**config.mk**
```make
export PLATFORM = sky130hd
export DESIGN_NAME = inv_cipher_ctrl
export DESIGN_NICKNAME = d
export VERILOG_FILES = /design/src/rtl/inv_cipher_ctrl.sv
export SDC_FILE = /design/constraint.sdc
export NUM_CORES = 1
export LEC_CHECK = 0
export BUFFER_PORTS_ARGS = -buffer_cell sky130_fd_sc_hd__buf_2
export CAP_MARGIN = 20
export CORE_AREA = 2 2 254 256
export DETAILED_ROUTE_END_ITERATION = 6
export DIE_AREA = 0 0 256 258
export HOLD_SLACK_MARGIN = 0.06
export SETUP_SLACK_MARGIN = 0.05
export SYNTH_ARGS = -nofsm -noshare
export SYNTH_HDL_FRONTEND = slang
export SYNTH_SLANG_ARGS = --single-unit
```
**constraint.sdc**
```tcl
create_clock -name clk -period 4.7 [get_ports clk]
set_clock_uncertainty 0.1 [all_clocks]
set_input_delay 0.94 -clock clk [delete_from_list [all_inputs] [get_ports clk]]
set_output_delay 0.94 -clock clk [all_outputs]
set_load 0.02 [all_outputs]
```
**src/rtl/inv_cipher_ctrl.sv**
```systemverilog
`default_nettype none
// ============================================================================
//  Module   : inv_cipher_ctrl
//  Purpose  : Sequencing controller for AES-128 decryption around an external
//             inv_round datapath. It accepts a ciphertext block, applies the
//             initial AddRoundKey with the last round key, and then steps
//             inv_round through NR rounds: NR-1..1 are full rounds and round 0
//             is the final round without InvMixColumns. It returns the
//             plaintext on a valid/ready handshake.
//  Ports    :
//    clk            in   system clock, rising edge
//    n_rst          in   synchronous active-low reset
//    in_valid       in   ciphertext offered
//    in_ready       out  controller can accept a block
//    cipher_in      in   128-bit ciphertext, byte 0 at [127:120]
//    out_valid      out  plaintext available
//    out_ready      in   consumer accepts plaintext
//    plain_out      out  128-bit plaintext, same byte order as cipher_in
//    busy           out  a block is in flight
//    key_ready      in   key store is stable; gates acceptance only
//    key_idx        out  round-key index to the key store (0..NR)
//    round_key_in   in   round key for key_idx (combinational read)
//    round_data_out out  state presented to inv_round
//    round_mode     out  00 idle, 01 full round, 10 final round
//    round_data_in  in   inv_round result, valid ROUND_LAT clocks after issue
//  Revision : 1.0 - initial release
// ============================================================================
module inv_cipher_ctrl #(
    parameter int NR        = 10,
    parameter int ROUND_LAT = 1
) (
    input  logic         clk,
    input  logic         n_rst,
    input  logic         in_valid,
    output logic         in_ready,
    input  logic [127:0] cipher_in,
    output logic         out_valid,
    input  logic         out_ready,
    output logic [127:0] plain_out,
    output logic         busy,
    input  logic         key_ready,
    output logic [3:0]   key_idx,
    input  logic [127:0] round_key_in,
    output logic [127:0] round_data_out,
    output logic [1:0]   round_mode,
    input  logic [127:0] round_data_in
);

    localparam int               c_lcw      = $clog2(ROUND_LAT + 1);
    localparam logic [3:0]       c_nr       = 4'(NR);
    localparam logic [c_lcw-1:0] c_lat      = c_lcw'(ROUND_LAT);
    localparam logic [c_lcw-1:0] c_lcnt_one = c_lcw'(1);

    localparam logic [1:0] c_mode_idle  = 2'b00;
    localparam logic [1:0] c_mode_full  = 2'b01;
    localparam logic [1:0] c_mode_final = 2'b10;

    typedef enum logic [1:0] {
        ST_IDLE  = 2'd0,
        ST_ISSUE = 2'd1,
        ST_WAIT  = 2'd2,
        ST_DONE  = 2'd3
    } fsm_e;

    fsm_e             fsm_q,   fsm_d;
    logic [127:0]     state_q, state_d;
    logic [3:0]       rcnt_q,  rcnt_d;
    logic [c_lcw-1:0] lcnt_q,  lcnt_d;
    // Cleared by reset and set on the first edge with n_rst high, so that
    // in_ready stays low for as long as reset is held.
    logic             armed_q, armed_d;

    logic             w_accept;

    always_ff @(posedge clk) begin
        if (!n_rst) begin
            fsm_q   <= ST_IDLE;
            state_q <= '0;
            rcnt_q  <= '0;
            lcnt_q  <= '0;
            armed_q <= 1'b0;
        end else begin
            fsm_q   <= fsm_d;
            state_q <= state_d;
            rcnt_q  <= rcnt_d;
            lcnt_q  <= lcnt_d;
            armed_q <= armed_d;
        end
    end

    always_comb begin
        fsm_d          = fsm_q;
        state_d        = state_q;
        rcnt_d         = rcnt_q;
        lcnt_d         = lcnt_q;
        armed_d        = 1'b1;
        w_accept       = 1'b0;
        in_ready       = 1'b0;
        out_valid      = 1'b0;
        busy           = 1'b0;
        key_idx        = c_nr;
        round_mode     = c_mode_idle;
        round_data_out = state_q;
        plain_out      = state_q;

        case (fsm_q)
            ST_IDLE: begin
                in_ready = key_ready & armed_q;
                w_accept = in_valid & key_ready & armed_q;
                if (w_accept) begin
                    // Initial AddRoundKey with key NR is done here, not in inv_round.
                    state_d = cipher_in ^ round_key_in;
                    rcnt_d  = c_nr - 4'd1;
                    fsm_d   = ST_ISSUE;
                end
            end

            ST_ISSUE: begin
                busy       = 1'b1;
                key_idx    = rcnt_q;
                round_mode = (rcnt_q != 4'd0) ? c_mode_full : c_mode_final;
                lcnt_d     = c_lcnt_one;
                fsm_d      = ST_WAIT;
            end

            ST_WAIT: begin
                // Inputs to inv_round stay exactly as issued until its result lands.
                busy       = 1'b1;
                key_idx    = rcnt_q;
                round_mode = (rcnt_q != 4'd0) ? c_mode_full : c_mode_final;
                if (lcnt_q == c_lat) begin
                    state_d = round_data_in;
                    if (rcnt_q == 4'd0) begin
                        fsm_d = ST_DONE;
                    end else begin
                        rcnt_d = rcnt_q - 4'd1;
                        fsm_d  = ST_ISSUE;
                    end
                end else begin
                    lcnt_d = lcnt_q + c_lcnt_one;
                end
            end

            ST_DONE: begin
                busy      = 1'b1;
                out_valid = 1'b1;
                if (out_ready) begin
                    fsm_d = ST_IDLE;
                end
            end

            default: begin
                fsm_d = ST_IDLE;
            end
        endcase
    end

endmodule
`default_nettype wire

```
# [After elaboration in Yosys (flattened, before gate mapping)]
# Index checks and enable logic that the tools add are counted.
[op_classes] addsub=2 eq_ne=7 muxes=21 bitwise=4 reduce_logical=10
[ops] cell="two-way mux 128 bit" n=2
[ops] cell="case mux 128 bit (2 select lines)" n=1
[ops] cell="XOR 128 bit" n=1
[ops] cell="two-way mux 4 bit" n=4
[ops] cell="two-way mux 2 bit" n=6
[ops] cell="!= test 2 bit (second input constant)" n=4
[ops] cell="case mux 2 bit (4 select lines)" n=1
[ops] cell="case mux 4 bit (2 select lines)" n=1
[ops] cell="AND reduction 3 bit" n=2
[ops] cell="two-way mux 1 bit" n=5
[ops] cell="== test 2 bit (second input constant)" n=2
[ops] cell="logical NOT 4 bit" n=1
[ops] cell="AND reduction 4 bit" n=1
[ops] cell="nonzero test 2 bit" n=2
[ops] cell="nonzero test 4 bit" n=1
[ops] cell="subtractor 4 x 1 -> 4 bit (second input constant)" n=1
[ops] cell="AND 1 bit" n=3
[ops] cell="OR reduction 3 bit" n=1
[ops] cell="== test 2 x 1 -> 1 bit (second input constant)" n=1
[ops] cell="logical NOT 2 bit" n=1
[ops] cell="case mux 1 bit (2 select lines)" n=1
[ops] cell="OR reduction 2 bit" n=1
[ops] cell="adder 1 bit (second input constant)" n=1
[totals] ff_bits=136 input_bits=389 out_inout_bits=265 word_cells=49

# [Depth between registers and ports, before layout]
# Gate-level depths: netlist of run 1.
[depth] word_depth=4 depth_mapped=9 depth_no_buf=6

# [Least setup slack after synthesis of run 1]
# No wires, ideal clock.
[synth_path] path_kind="reg-to-output" startpoint="reg rcnt_q[0]" endpoint="out round_mode[1]" arrival_ps=1206 required_time_ps=3660 slack_ps=2454 stages_incl_launch_ff=5 n_path_buf=0 cell_sequence="dfxtp_1 > inv_1 > ha_1 > nor3b_1 > and2_1"
[synth_via] elab_chain_len=3
[synth_rtl] element="start: declaration" line_no="67" text="logic [3:0] rcnt_q, rcnt_d;"
[synth_rtl] element="start signal: assignment" line_no="85" text="rcnt_q <= rcnt_d;"
[synth_rtl] element="nonzero test 4 bit" line_no="121, 130"
[synth_rtl] element="two-way mux 2 bit" line_no="121, 130"
[synth_rtl] element="two-way mux 2 bit"
[synth_rtl] element="end: declaration" line_no="45" text="output logic [1:0] round_mode,"
# No other way between the ends.

# [Worst setup path after layout of run 1]
[layout_path] startpoint="reg rcnt_q[0]" endpoint="out round_mode[0]"
# The elaborated chain is that of the path after synthesis.

==> out/qor.yml, run 1 <==
sta:
  hold_viol: 0
  finalCritPeriodShare_pct: 64.5
  grt_setup_unrepaired: "false"
  finalSetupViolations: 0
  worst_pin_slew_ps: 927
  tns_ps: 0
  fmaxAchievable_ghz: 0.330
  relSlewSlack_pct: 38.2
  fin_ws_ps: 1670
  layout_min_cycle_time_ps: 3030
  slew_viol_final: 0
cts:
  post_cts_resized: 0
  cts_tree: "built"
  cts.path.max_buffers: 2
  htreeDepth: 4
  cts_buffers: 17
  cts_setup_buffers: 0
  clkLatencyLatePin_ps: 460
  cts-root-buf: "clkbuf_16"
  path_clk_slew_ps: 60
  clkSinkCount: 136
  ctsHoldBuffers: 0
synth:
  yosys-top-cells-area: "dfxtp_1 (31%), o2111ai_1 (13%), xor2_1 (13%)"
  synth_commonest_cells: "dfxtp_1 (136), nand2_1 (134), buf_4 (130), nand2b_1 (130)"
  synth_ff_type: "dfxtp_1"
  netlist.area_leader.share_pct: 31.5
  async_flop_share_pct: 0
  avgSynthCellArea_sq_um: 8.28
  yosysMostFrequentCell: "dfxtp_1"
  syn_nets: 1438
  ys_seq_area_share_pct: 31.5
  ys_ff_latch: 136
  ys_warn_count: 0
  yosys.area.top_type: "dfxtp_1"
  syn_inst: 1044
  synthesis.area_sq_mm: 0.00865
  synth_cell_type_count: 34
  synth_edf_count: 0
detailed_routing:
  drt_iter0_drc: 566
  first_pass_iters: 5
  dr_total_vias: 8825
  ant_nets: 0
  viasPerCell: 3.70
  wl_per_cell_um: 13.3
  wl_met3_um: 3050
  wl_met1_um: 12600
  wl_met2_um: 15100
  wl_um: 31900
  top_layer_used: "met4"
  drcViolationCount: 0
critical_path:
  crit_path_end_kind: "output port"
  ff2ff_path_depth: 7
  cp.arrival_ps: 1990
  cp_max_fo: 5
  rrSetupSlack_ps: 1970
  r2r-start: "fsm_q[0]"
  cp-start-kind: "flop"
  reg2reg_to: "plain_out[26]"
  worstSetupPathType: "flop to output port"
  cp_data_required_time_ps: 3660
place:
  port_buffers: 653
  post_dp_cell_area_sq_mm: 0.0118
  hpwl_um: 24900
  dp_slack_ps: 1870
  dp.cells: 2355
  routabilityCongestion: 0.816
floorplanning:
  initial_core_util_pct: 13.6
  die_w_um: 256
  die-area_sq_mm: 0.0660
  die_y_um: 258
  ioPinCount: 654
  placement_rows: 93
  core_sq_mm: 0.0636
global_routing:
  grt_pass1_wl_um: 46400
  grt_pass1_vias: 7955
  grt_usage_pct: 9.28
  gr-total-overflow: 0
  grt_antenna_before_repair: 2
  grt_max_degree: 130
flow_run:
  maxCapViolations: 0
layout:
  syn_to_final_growth_pct: 43.9
  fin_util_pct: 19.5
  design_area_sq_mm: 0.0124
  stdcell_count: 2388
  final_nets: 1913
  drive_gt1_share_pct: 46.0
hold_path:
  hold_end: "plain_out[88]"
  hold_class: "flop to flop"
  min-delay-start: "plain_out[88]"
  min_path_cells: 2
power_and_ir_drop:
  p_leak_nw: 5.66
  p_per_area_mw_per_mm2: 518
  ir_worst_vdd_v: 0.000238
outcome:
  status: "finished, final reports clean"
critical path: stages, from the launching register on:
cell,delay [ps]
dfxtp_1,330
inv_1,100
ha_1,180
nor3b_1,530
nor2b_1,190
buf_2,210
area by class of cell:
cell class | instances | area (sq um)
antenna | 1 | 2.50
clock buffer | 22 | 474
clock inverter | 10 | 165
fill | 7133 | 51200
inverter | 6 | 22.5
multi-input combinational | 687 | 4510
sequential | 136 | 2720
tap | 855 | 1070
timing repair buffer | 671 | 3470
cell families after synthesis:
| family | share of synthesized area, % |
|---|---|
| simple gates | 16.4 |
| compound gates | 21.7 |
| buf+inv | 16.5 |
| flops | 31.5 |
| xor+xnor | 13.0 |
| fa+ha+maj | 0.724 |
| mux | 0.289 |
sequential cells by signal, indices dropped and copies added, names as in the netlist:
name / count
armed_q: 1
plain_out: 128
lcnt_q: 1
fsm_q: 2
rcnt_q: 4
stage by stage:
stage / hold slack [ps] / total power [mW]
global placement: 350 / 4.99
finish: 357 / 6.44
floorplan: 347 / 4.22
detailed placement: 355 / 5.00
CTS: 364 / 6.58
global route: 384 / 6.89
per-layer routing:
layer  vias up  GRT usage (%)
met1      3925           10.5
li1       4451              -
met2       407           14.9
met5         -              0
met3        42           3.90
met4         0           4.94
worst max-delay path by stage:
stage / startpoint / end / slack, ps / cells after the start
2_1_floorplan: rcnt_q[0] / round_mode[1] / 2450 / 4
3_3_place_gp: key_ready / plain_out[30] / 1900 / 6
3_5_place_dp: key_ready / plain_out[26] / 1870 / 6
4_1_cts: rcnt_q[0] / round_mode[0] / 1560 / 5
5_1_grt: rcnt_q[0] / round_mode[0] / 1490 / 5
6_report: rcnt_q[0] / round_mode[0] / 1670 / 5
power breakdown:
part	internal [mW]	total (mW)	switching [mW]
registers	1.53	1.88	0.349
clock network	0.933	1.51	0.580
logic	1.01	3.05	2.04
cell usage in the layout, fill, tap and decap left out, types with 3 or more instances in the layout:
master / n
buf_2: 652
dfxtp_1: 136
nand2_1: 134
nand2b_1: 130
xor2_1: 128
o2111ai_1: 128
o21ai_0: 79
o21ai_1: 53
clkbuf_16: 17
buf_4: 13
inv_1: 6
buf_12: 5
nand3_1: 4
ha_1: 4
bufinv_16: 4
clkbuf_8: 4
and2_1: 3
o31ai_1: 3
Note: power is estimated with default switching activity, not from simulation.
==> inputs of run 2 (changes only) <==
==> constraint.sdc (replaced) <==
create_clock -name clk -period 2.87 [get_ports clk]
set_clock_uncertainty 0.1 [all_clocks]
set_input_delay 0.574 -clock clk [delete_from_list [all_inputs] [get_ports clk]]
set_output_delay 0.574 -clock clk [all_outputs]
set_load 0.02 [all_outputs]
==> out/qor.yml, run 2 (synthesis gave the netlist of run 1 again) <==
outcome:
  status: "finished, final reports clean"
critical_path:
  max_stage_delay_ps: 460  # -70 ps
  cp_data_required_time_ps: 2200  # -1460 ps
  path_cells: "inv_1 > ha_1 > nor3b_1 > nor2b_1 > buf_2"
  cp.arrival_ps: 1890  # -100 ps
  cp_max_fo: 5  # unchanged
  crit_slowest_cell: "nor3b_1"
  crit_path_end_kind: "output port"
  cp-start-kind: "flop"
  worstSetupPathType: "flop to output port"
cts:
  clkLatencyLatePin_ps: 450  # about the same
  path_clk_slew_ps: 60  # about the same
  cts_tree: "built"
  cts_buffers: 17  # unchanged
  clkSinkCount: 136  # unchanged
  cts.path.max_buffers: 2  # unchanged
  cts_setup_buffers: 0  # unchanged
  ctsHoldBuffers: 0  # unchanged
  cts-root-buf: "clkbuf_16"
  post_cts_resized: 0  # unchanged
  htreeDepth: 4  # unchanged
global_routing:
  grt_usage_pct: 9.27  # -0.015 points
  grt_pass1_vias: 7971  # +0.20%
  grt_max_degree: 127  # -2.3%
  gr-total-overflow: 0  # unchanged
  grt_antenna_before_repair: 2  # unchanged
  grt_pass1_wl_um: 46400  # about the same
sta:
  relSlewSlack_pct: 57.7  # +19 points
  tns_ps: 0  # unchanged
  slew_viol_final: 0  # unchanged
  grt_setup_unrepaired: "false"
  worst_pin_slew_ps: 634  # -292 ps
  whs_ps: 359  # +2.03 ps
  fmaxAchievable_ghz: 0.390
  finalCritPeriodShare_pct: 89.2
  hold_viol: 0  # unchanged
  layout_min_cycle_time_ps: 2560
  finalSetupViolations: 0  # unchanged
  fin_ws_ps: 309  # -1360 ps
layout:
  final_nets: 1920  # +0.37%
  fin_util_pct: 19.6  # +0.024 points
  syn_to_final_growth_pct: 44.1
  final_cell_mix: "buf_2 (652), dfxtp_1 (136), nand2_1 (134)"
  design_area_sq_mm: 0.0125  # +0.12%
  largest_reg_flops: 128  # unchanged
  drive_gt1_share_pct: 46.1  # +0.15 points
  stdcell_count: 2395  # +0.29%
  layout_commonest_cell: "buf_2"
power_and_ir_drop:
  p_sw_mw: 4.82  # +62%
  combPwrFrac_pct: 49.0  # +1.6 points
  p_int_mw: 5.54  # +59%
  p_per_area_mw_per_mm2: 831  # +61%
  ir_worst_vdd_v: 0.000370  # +55%
  p_sw_share_pct: 46.5  # +0.46 points
  p_leak_nw: 5.66  # +0.15%
  clock_power_share_pct: 21.3  # -2.2 points
  pwr-share-seq_pct: 29.7  # +0.6 points
  power_mw: 10.4  # +61%
place:
  post_dp_cell_area_sq_mm: 0.0119  # +0.66%
  dp_slack_ps: 734  # -1140 ps
  dp.cells: 2362  # +0.30%
  port_buffers: 653  # unchanged
  routabilityCongestion: 0.822  # +0.66%
  hpwl_um: 25600  # +2.7%
detailed_routing:
  ant_nets: 0  # unchanged
  drt_iter0_drc: 441  # -22%
  dr_total_vias: 8858  # +0.37%
  wl_um: 32000  # +0.48%
  first_pass_iters: 4  # -1
  drcViolationCount: 0  # unchanged
  wl_per_cell_um: 13.4  # +0.19%
  viasPerCell: 3.70  # about the same
floorplanning:
  ioPinCount: 654  # unchanged
  die_y_um: 258  # unchanged
  core_sq_mm: 0.0636  # unchanged
  die-area_sq_mm: 0.0660  # unchanged
  placement_rows: 93  # unchanged
  die_w_um: 256  # unchanged
  initial_core_util_pct: 13.6  # unchanged
hold_path:
  hold_class: "flop to flop"
flow_run:
  maxCapViolations: 0  # unchanged
==> run 2: path summary, 6_finish.rpt <==
check / slack, ps / endpoint / depth (start not counted) / from
setup reg to reg: 680 / plain_out[11] / 7 / fsm_q[1]
hold / removal: 360 / plain_out[80] / 2 / plain_out[80]
hold reg to reg: 360 / plain_out[80] / 2 / plain_out[80]
setup / recovery: 310 / round_mode[0] / 5 / rcnt_q[0]
==> run 2: per-layer routing <==
| metal | track usage [%] | part of all wire, % | vias to the layer above |
|---|---|---|---|
| met5 | 0 | 0 | - |
| met4 | 4.95 | 3.6 | 0 |
| met3 | 3.27 | 8.1 | 48 |
| met2 | 15.1 | 48 | 389 |
| met1 | 10.6 | 41 | 3960 |
| li1 | - | - | 4461 |
==> run 2: layout make-up <==
| class | count | area (sq um) |
|---|---|---|
| fillers | 7122 | 51200 |
| multi-input cells | 687 | 4510 |
| repair buffers | 678 | 3550 |
| flip-flops and latches | 136 | 2720 |
| well taps | 855 | 1070 |
| clock buffers | 23 | 478 |
| clock inverters | 8 | 96.3 |
| inverters | 6 | 22.5 |
| diodes | 2 | 5.00 |
==> run 2: power by group through the flow <==
| stage | Clock [mW] | Combinational [mW] | Sequential (mW) |
|---|---|---|---|
| finish | 2.21 | 5.07 | 3.08 |
| global route | 2.41 | 5.47 | 3.17 |
| CTS | 2.35 | 5.13 | 3.10 |
| detailed placement | 0 | 5.12 | 3.12 |
| global placement | 0 | 5.08 | 3.12 |
| floorplan | 0 | 3.27 | 3.63 |
==> run 2: worst max-delay path: cells and delay by family (launching register included) <==
family                   cells  cell delay [ps]
adder cells (fa/ha/maj)      1              180
AND/OR/NAND/NOR              2              620
buffers and inverters        2              300
flip-flops                   1              330
